--- src/rtl/train_sensor_conditioner_if.sv ---
// ============================================================================
// Module : train_sensor_conditioner_if
// Brief  : Sensor inputs and conditioned outputs of the track sensor conditioner.
// Rev    : 1.0  initial release
// ============================================================================
`default_nettype none

interface train_sensor_conditioner_if;
    logic raw_w;
    logic raw_e;
    logic clr_fault;
    logic TRW;
    logic TRE;
    logic trw_rise;
    logic tre_rise;
    logic fault_w;
    logic fault_e;

    modport master (
        output raw_w, raw_e, clr_fault,
        input  TRW, TRE, trw_rise, tre_rise, fault_w, fault_e
    );

    modport slave (
        input  raw_w, raw_e, clr_fault,
        output TRW, TRE, trw_rise, tre_rise, fault_w, fault_e
    );
endinterface

`default_nettype wire

--- src/rtl/train_sensor_conditioner.sv ---
// ============================================================================
// Module : train_sensor_conditioner
// Brief  : Per-channel sync, debounce and rise pulse for west/east track sensors.
//          Stuck-sensor detection enabled by macro SENSOR_STUCK_DET_EN.
// Rev    : 1.0  initial release
// ============================================================================
`default_nettype none

module train_sensor_conditioner #(
    parameter int DEBOUNCE_CYCLES = 4,
    parameter int STUCK_CYCLES    = 1024
) (
    input  logic                        clk,
    input  logic                        reset_n,
    train_sensor_conditioner_if.slave   bus
);

    localparam int                 c_CNT_W    = $clog2(DEBOUNCE_CYCLES + 1);
    localparam logic [c_CNT_W-1:0] c_CNT_LAST = c_CNT_W'(DEBOUNCE_CYCLES - 1);
`ifdef SENSOR_STUCK_DET_EN
    localparam int                 c_STK_W    = $clog2(STUCK_CYCLES);
    localparam logic [c_STK_W-1:0] c_STK_LAST = c_STK_W'(STUCK_CYCLES - 1);
`else
    localparam int c_unused_stuck = STUCK_CYCLES;
    logic          w_unused_clr;
    assign w_unused_clr = bus.clr_fault;
`endif

    logic [1:0] w_raw;
    logic [1:0] w_tr;
    logic [1:0] w_rise;
    logic [1:0] w_fault;

    assign w_raw = {bus.raw_e, bus.raw_w};

    generate
        for (genvar g = 0; g < 2; g++) begin : g_ch
            logic               s1_q, s2_q;
            logic               deb_q, deb_d;
            logic [c_CNT_W-1:0] cnt_q, cnt_d;
            logic               tr_prev_q, rise_q;

            always_comb begin
                deb_d = deb_q;
                cnt_d = '0;
                if (s2_q != deb_q) begin
                    if (cnt_q == c_CNT_LAST) begin
                        deb_d = s2_q;
                    end else begin
                        cnt_d = cnt_q + 1'b1;
                    end
                end
            end

            always_ff @(posedge clk or negedge reset_n) begin
                if (!reset_n) begin
                    s1_q      <= 1'b0;
                    s2_q      <= 1'b0;
                    deb_q     <= 1'b0;
                    cnt_q     <= '0;
                    tr_prev_q <= 1'b0;
                    rise_q    <= 1'b0;
                end else begin
                    s1_q      <= w_raw[g];
                    s2_q      <= s1_q;
                    deb_q     <= deb_d;
                    cnt_q     <= cnt_d;
                    tr_prev_q <= w_tr[g];
                    rise_q    <= w_tr[g] & ~tr_prev_q;
                end
            end

`ifdef SENSOR_STUCK_DET_EN
            logic               fault_q, fault_d;
            logic [c_STK_W-1:0] stk_q, stk_d;

            // A set on the same edge as a clear takes priority so a stuck sensor stays flagged.
            always_comb begin
                stk_d   = stk_q;
                fault_d = fault_q;
                if (bus.clr_fault || !deb_q) begin
                    stk_d = '0;
                end else if (stk_q != c_STK_LAST) begin
                    stk_d = stk_q + 1'b1;
                end
                if (deb_q && (stk_q == c_STK_LAST)) begin
                    fault_d = 1'b1;
                end else if (bus.clr_fault) begin
                    fault_d = 1'b0;
                end
            end

            always_ff @(posedge clk or negedge reset_n) begin
                if (!reset_n) begin
                    fault_q <= 1'b0;
                    stk_q   <= '0;
                end else begin
                    fault_q <= fault_d;
                    stk_q   <= stk_d;
                end
            end

            assign w_fault[g] = fault_q;
`else
            assign w_fault[g] = 1'b0;
`endif

            // Fault forces presence so the crossing gate fails closed.
            assign w_tr[g]   = deb_q | w_fault[g];
            assign w_rise[g] = rise_q;
        end
    endgenerate

    assign bus.TRW      = w_tr[0];
    assign bus.TRE      = w_tr[1];
    assign bus.trw_rise = w_rise[0];
    assign bus.tre_rise = w_rise[1];
    assign bus.fault_w  = w_fault[0];
    assign bus.fault_e  = w_fault[1];

endmodule

`default_nettype wire

--- src/flat_wrapper.sv ---
// flat-port wrapper written by rule: the top's interface ports become plain ports
module train_sensor_conditioner_flat 
#(
    parameter int DEBOUNCE_CYCLES = 4,
    parameter int STUCK_CYCLES    = 1024
)
  (clk, reset_n, bus_raw_w, bus_raw_e, bus_clr_fault, bus_TRW, bus_TRE, bus_trw_rise, bus_tre_rise, bus_fault_w, bus_fault_e);
  train_sensor_conditioner_if bus_i ();
  input  logic clk;
  input  logic reset_n;
  input wire logic [$bits(bus_i.raw_w)-1:0] bus_raw_w;
  input wire logic [$bits(bus_i.raw_e)-1:0] bus_raw_e;
  input wire logic [$bits(bus_i.clr_fault)-1:0] bus_clr_fault;
  output wire logic [$bits(bus_i.TRW)-1:0] bus_TRW;
  output wire logic [$bits(bus_i.TRE)-1:0] bus_TRE;
  output wire logic [$bits(bus_i.trw_rise)-1:0] bus_trw_rise;
  output wire logic [$bits(bus_i.tre_rise)-1:0] bus_tre_rise;
  output wire logic [$bits(bus_i.fault_w)-1:0] bus_fault_w;
  output wire logic [$bits(bus_i.fault_e)-1:0] bus_fault_e;
  assign bus_i.raw_w = bus_raw_w;
  assign bus_i.raw_e = bus_raw_e;
  assign bus_i.clr_fault = bus_clr_fault;
  assign bus_TRW = bus_i.TRW;
  assign bus_TRE = bus_i.TRE;
  assign bus_trw_rise = bus_i.trw_rise;
  assign bus_tre_rise = bus_i.tre_rise;
  assign bus_fault_w = bus_i.fault_w;
  assign bus_fault_e = bus_i.fault_e;
  train_sensor_conditioner #(.DEBOUNCE_CYCLES(DEBOUNCE_CYCLES), .STUCK_CYCLES(STUCK_CYCLES)) u_core (.clk(clk), .reset_n(reset_n), .bus(bus_i));
endmodule
--- config.mk ---
export PLATFORM = sky130hd
export DESIGN_NAME = train_sensor_conditioner_flat
export DESIGN_NICKNAME = d
export VERILOG_FILES = /design/src/rtl/train_sensor_conditioner_if.sv /design/src/rtl/train_sensor_conditioner.sv /design/src/flat_wrapper.sv
export SDC_FILE = /design/constraint.sdc
export NUM_CORES = 1
export LEC_CHECK = 0
export BUFFER_PORTS_ARGS = -buffer_cell sky130_fd_sc_hd__buf_2
export CAP_MARGIN = 15
export CORE_AREA = 2 2 39 41
export CTS_CLUSTER_SIZE = 28
export DETAILED_ROUTE_END_ITERATION = 12
export DIE_AREA = 0 0 41 43
export PLACE_DENSITY = 0.66
export SYNTH_ARGS = -nofsm -noshare
export SYNTH_HDL_FRONTEND = slang
export SYNTH_SLANG_ARGS = --single-unit
--- constraint.sdc ---
create_clock -name clk -period 1.3 [get_ports clk]
set_input_delay 0.13 -clock clk [delete_from_list [all_inputs] [get_ports clk]]
set_output_delay 0.13 -clock clk [all_outputs]
set_load 0.01 [all_outputs]
==> results.yml <==
status:
  status: "finished clean"
floorplanning:
  die_area_um2: 1763
  core_area_um2: 1384
  ios: 11
  fp-row-count: 14
  die_y_um: 43
  start_util_pct: 40.78
  die_w_um: 41
yosys:
  synth.area.top_cells: "dfrtp_1 (71%), nor3b_1 (5.3%), nor2b_4 (4.9%)"
  synth_top_area_share_pct: 70.95
  syn_area_um2: 564.3
  ys.warnings.count: 0
  ys_seq_elements: 16
  synth_top_area_cell: "dfrtp_1"
  postSynthAreaPerCell_um2: 16.12
  synth_cell_types: 10
  syn_inst: 35
  yosysSeqAreaShare_pct: 70.95
setup_path:
  rr_startpoint: "u_core.g_ch[0].cnt_q[0]"
  crit_type: "reg2reg"
  reg2reg_slack_ns: 0.15
  start_kind: "register"
  endpoint_kind: "register"
  crit_fanout: 3
  r2r_cells: 3
  worstSetupStartpoint: "u_core.g_ch[0].cnt_q[0]"
  endpoint: "u_core.bus.TRW"
  crit_required_ns: 1.47
  timing.rr.end: "u_core.bus.TRW"
  arrival_ns: 1.32
global_route:
  antenna_found_initial: 0
  gr-total-overflow: 0
  grt_pass1_vias: 303
  grt_max_degree: 17
  grt_use_total_pct: 10.75
  grt_pass1_wl_um: 1214
cts:
  clock_latency_ns: 0.28
  clockRootBuffer: "clkbuf_4"
  cts_tree: "done"
  clkTransAtPathRegs_ns: 0.08
  htreeDepth: 1
  post_cts_buffers: 0
  clockBufferDepth: 2
  cts.sinks: 16
  cts_buffers: 3
finish:
  diodes: 0
  drive_gt1_share_pct: 29.79
  area_delta_synth_final_pct: 17.07
  final_nets: 56
  fin_area_um2: 660.6
  fin_cells: 63
placement:
  dp.cells: 57
  gp_congestion: 0.6071
  placed_cell_area_um2: 608.1
  portBuffers: 7
job:
  max_cap_violations: 0
worst_hold_path:
  hp-class: "in2async"
route:
  ant_nets: 0
  dr.pass1.iters: 4
  viasPerCell: 4.476
  first_iter_violations: 2
  wire_per_inst_um: 11.25
  num_vias: 282
  drc_errors: 0
  drt-total-wl_um: 709
timing:
  setup_violations: 0
  clock_skew_ns: 0.0005370
  final.min_clock_period_ns: 1.151
  final_max_slew_viol_count: 0
  hold_violations: 0
  max_freq_ghz: 0.8685
  final_min_period_over_clock_period_pct: 88.57
  holdWs_ns: 0.2757
  setup_tns_ns: 0
  rsz0062_at_grt: "false"
power_and_ir_drop:
  leakagePower_nw: 0.3150
  ir_drop_mv: 0.8953
  power_density_nw_per_um2: 1953
-- metrics by stage --
step,util [%],total power [W],setup WS (ns)
after floorplan,-,0.0009441,0.2240
after global placement,43.94,0.001024,0.1984
after detailed placement,43.94,0.001064,0.1446
after CTS,47.74,0.001309,0.1332
after global routing,47.74,0.001384,0.09524
final,47.74,0.001290,0.1486
-- logic make-up after synthesis --
| group | after synthesis | synth area share (%) |
|---|---|---|
| XOR/XNOR | 2 | 3.105 |
| buffers and inverters | 2 | 2.660 |
| adder cells (fa/ha/maj) | 2 | 4.434 |
| other | 1 | 0.6646 |
| AND/OR/NAND/NOR | 10 | 14.19 |
| multiplexers | 2 | 3.991 |
| flip-flops | 16 | 70.95 |
-- routing by layer --
metal	track usage [%]	wire length, µm	part of all wire (%)
met1	13.83	312	44
met3	3.141	46	6.5
met4	8.000	14	2.0
met5	0	0	0
met2	14.69	335	47
-- state kept, by name (all words and copies together) (netlist names) --
| signal | count |
|---|---|
| u_core.g_ch.s1_q | 2 |
| u_core.bus.TRW | 1 |
| u_core.g_ch.s2_q | 2 |
| u_core.g_ch.tr_prev_q | 2 |
| u_core.bus.trw_rise | 1 |
| u_core.bus.TRE | 1 |
| u_core.bus.tre_rise | 1 |
| u_core.g_ch.cnt_q | 6 |
-- cell usage in the layout, fill, tap and decap left out --
cell type      instances
buf_2                  7
clkbuf_4               3
conb_1                 2
dfrtp_1               16
dlygate4sd3_1          3
ha_1                   2
mux2_2                 2
nor2b_1                2
nor2b_4                2
nor3_1                 2
nor3b_1                4
xnor2_1                2
-- cell type report --
type                            instances  area [µm²]
Fill cell                             120       723.2
Sequential cell                        16       400.4
Multi-Input combinational cell         18       152.6
Timing Repair Buffer                   10       65.06
Clock buffer                            3       22.52
Tap cell                               16       20.02
-- power breakdown --
group | switching [W] | internal (W) | leakage, nW
registers | 0.0000767 | 0.000644 | 0.200
clock network | 0.000135 | 0.000107 | 0.0138
logic | 0.000149 | 0.000178 | 0.101
-- how the worst min path moves through the flow --
stage | from | to | slack, ns | depth (start not counted)
after floorplan | reset_n | u_core.bus.TRE | -0.17 | 0
after global placement | reset_n | u_core.g_ch[0].s1_q | 0.04 | 1
after detailed placement | reset_n | u_core.g_ch[0].s1_q | 0.05 | 1
after CTS | reset_n | u_core.g_ch[0].s1_q | 0.28 | 2
after global routing | reset_n | u_core.g_ch[0].tr_prev_q | 0.31 | 2
final | reset_n | u_core.g_ch[0].s1_q | 0.28 | 2
-- what timing repair did --
item | CTS | global route
gates resized for setup | 0 | 0
endpoints found under the hold margin | 18 | 0
hold buffers | 3 | 0
-- cells in the mapped netlist (all sizes together) --
master,count
xnor2,2
ha,2
nor3,2
nor2b,4
dfrtp,16
buf,2
nor3b,4
mux2,2
conb,1
-- worst max-delay path: stages, from the launching register on --
cell and delay, ns:
dfrtp_1 0.35, ha_1 0.19, nor2b_4 0.17, mux2_2 0.33
Power figures use the tool's default switching activity.
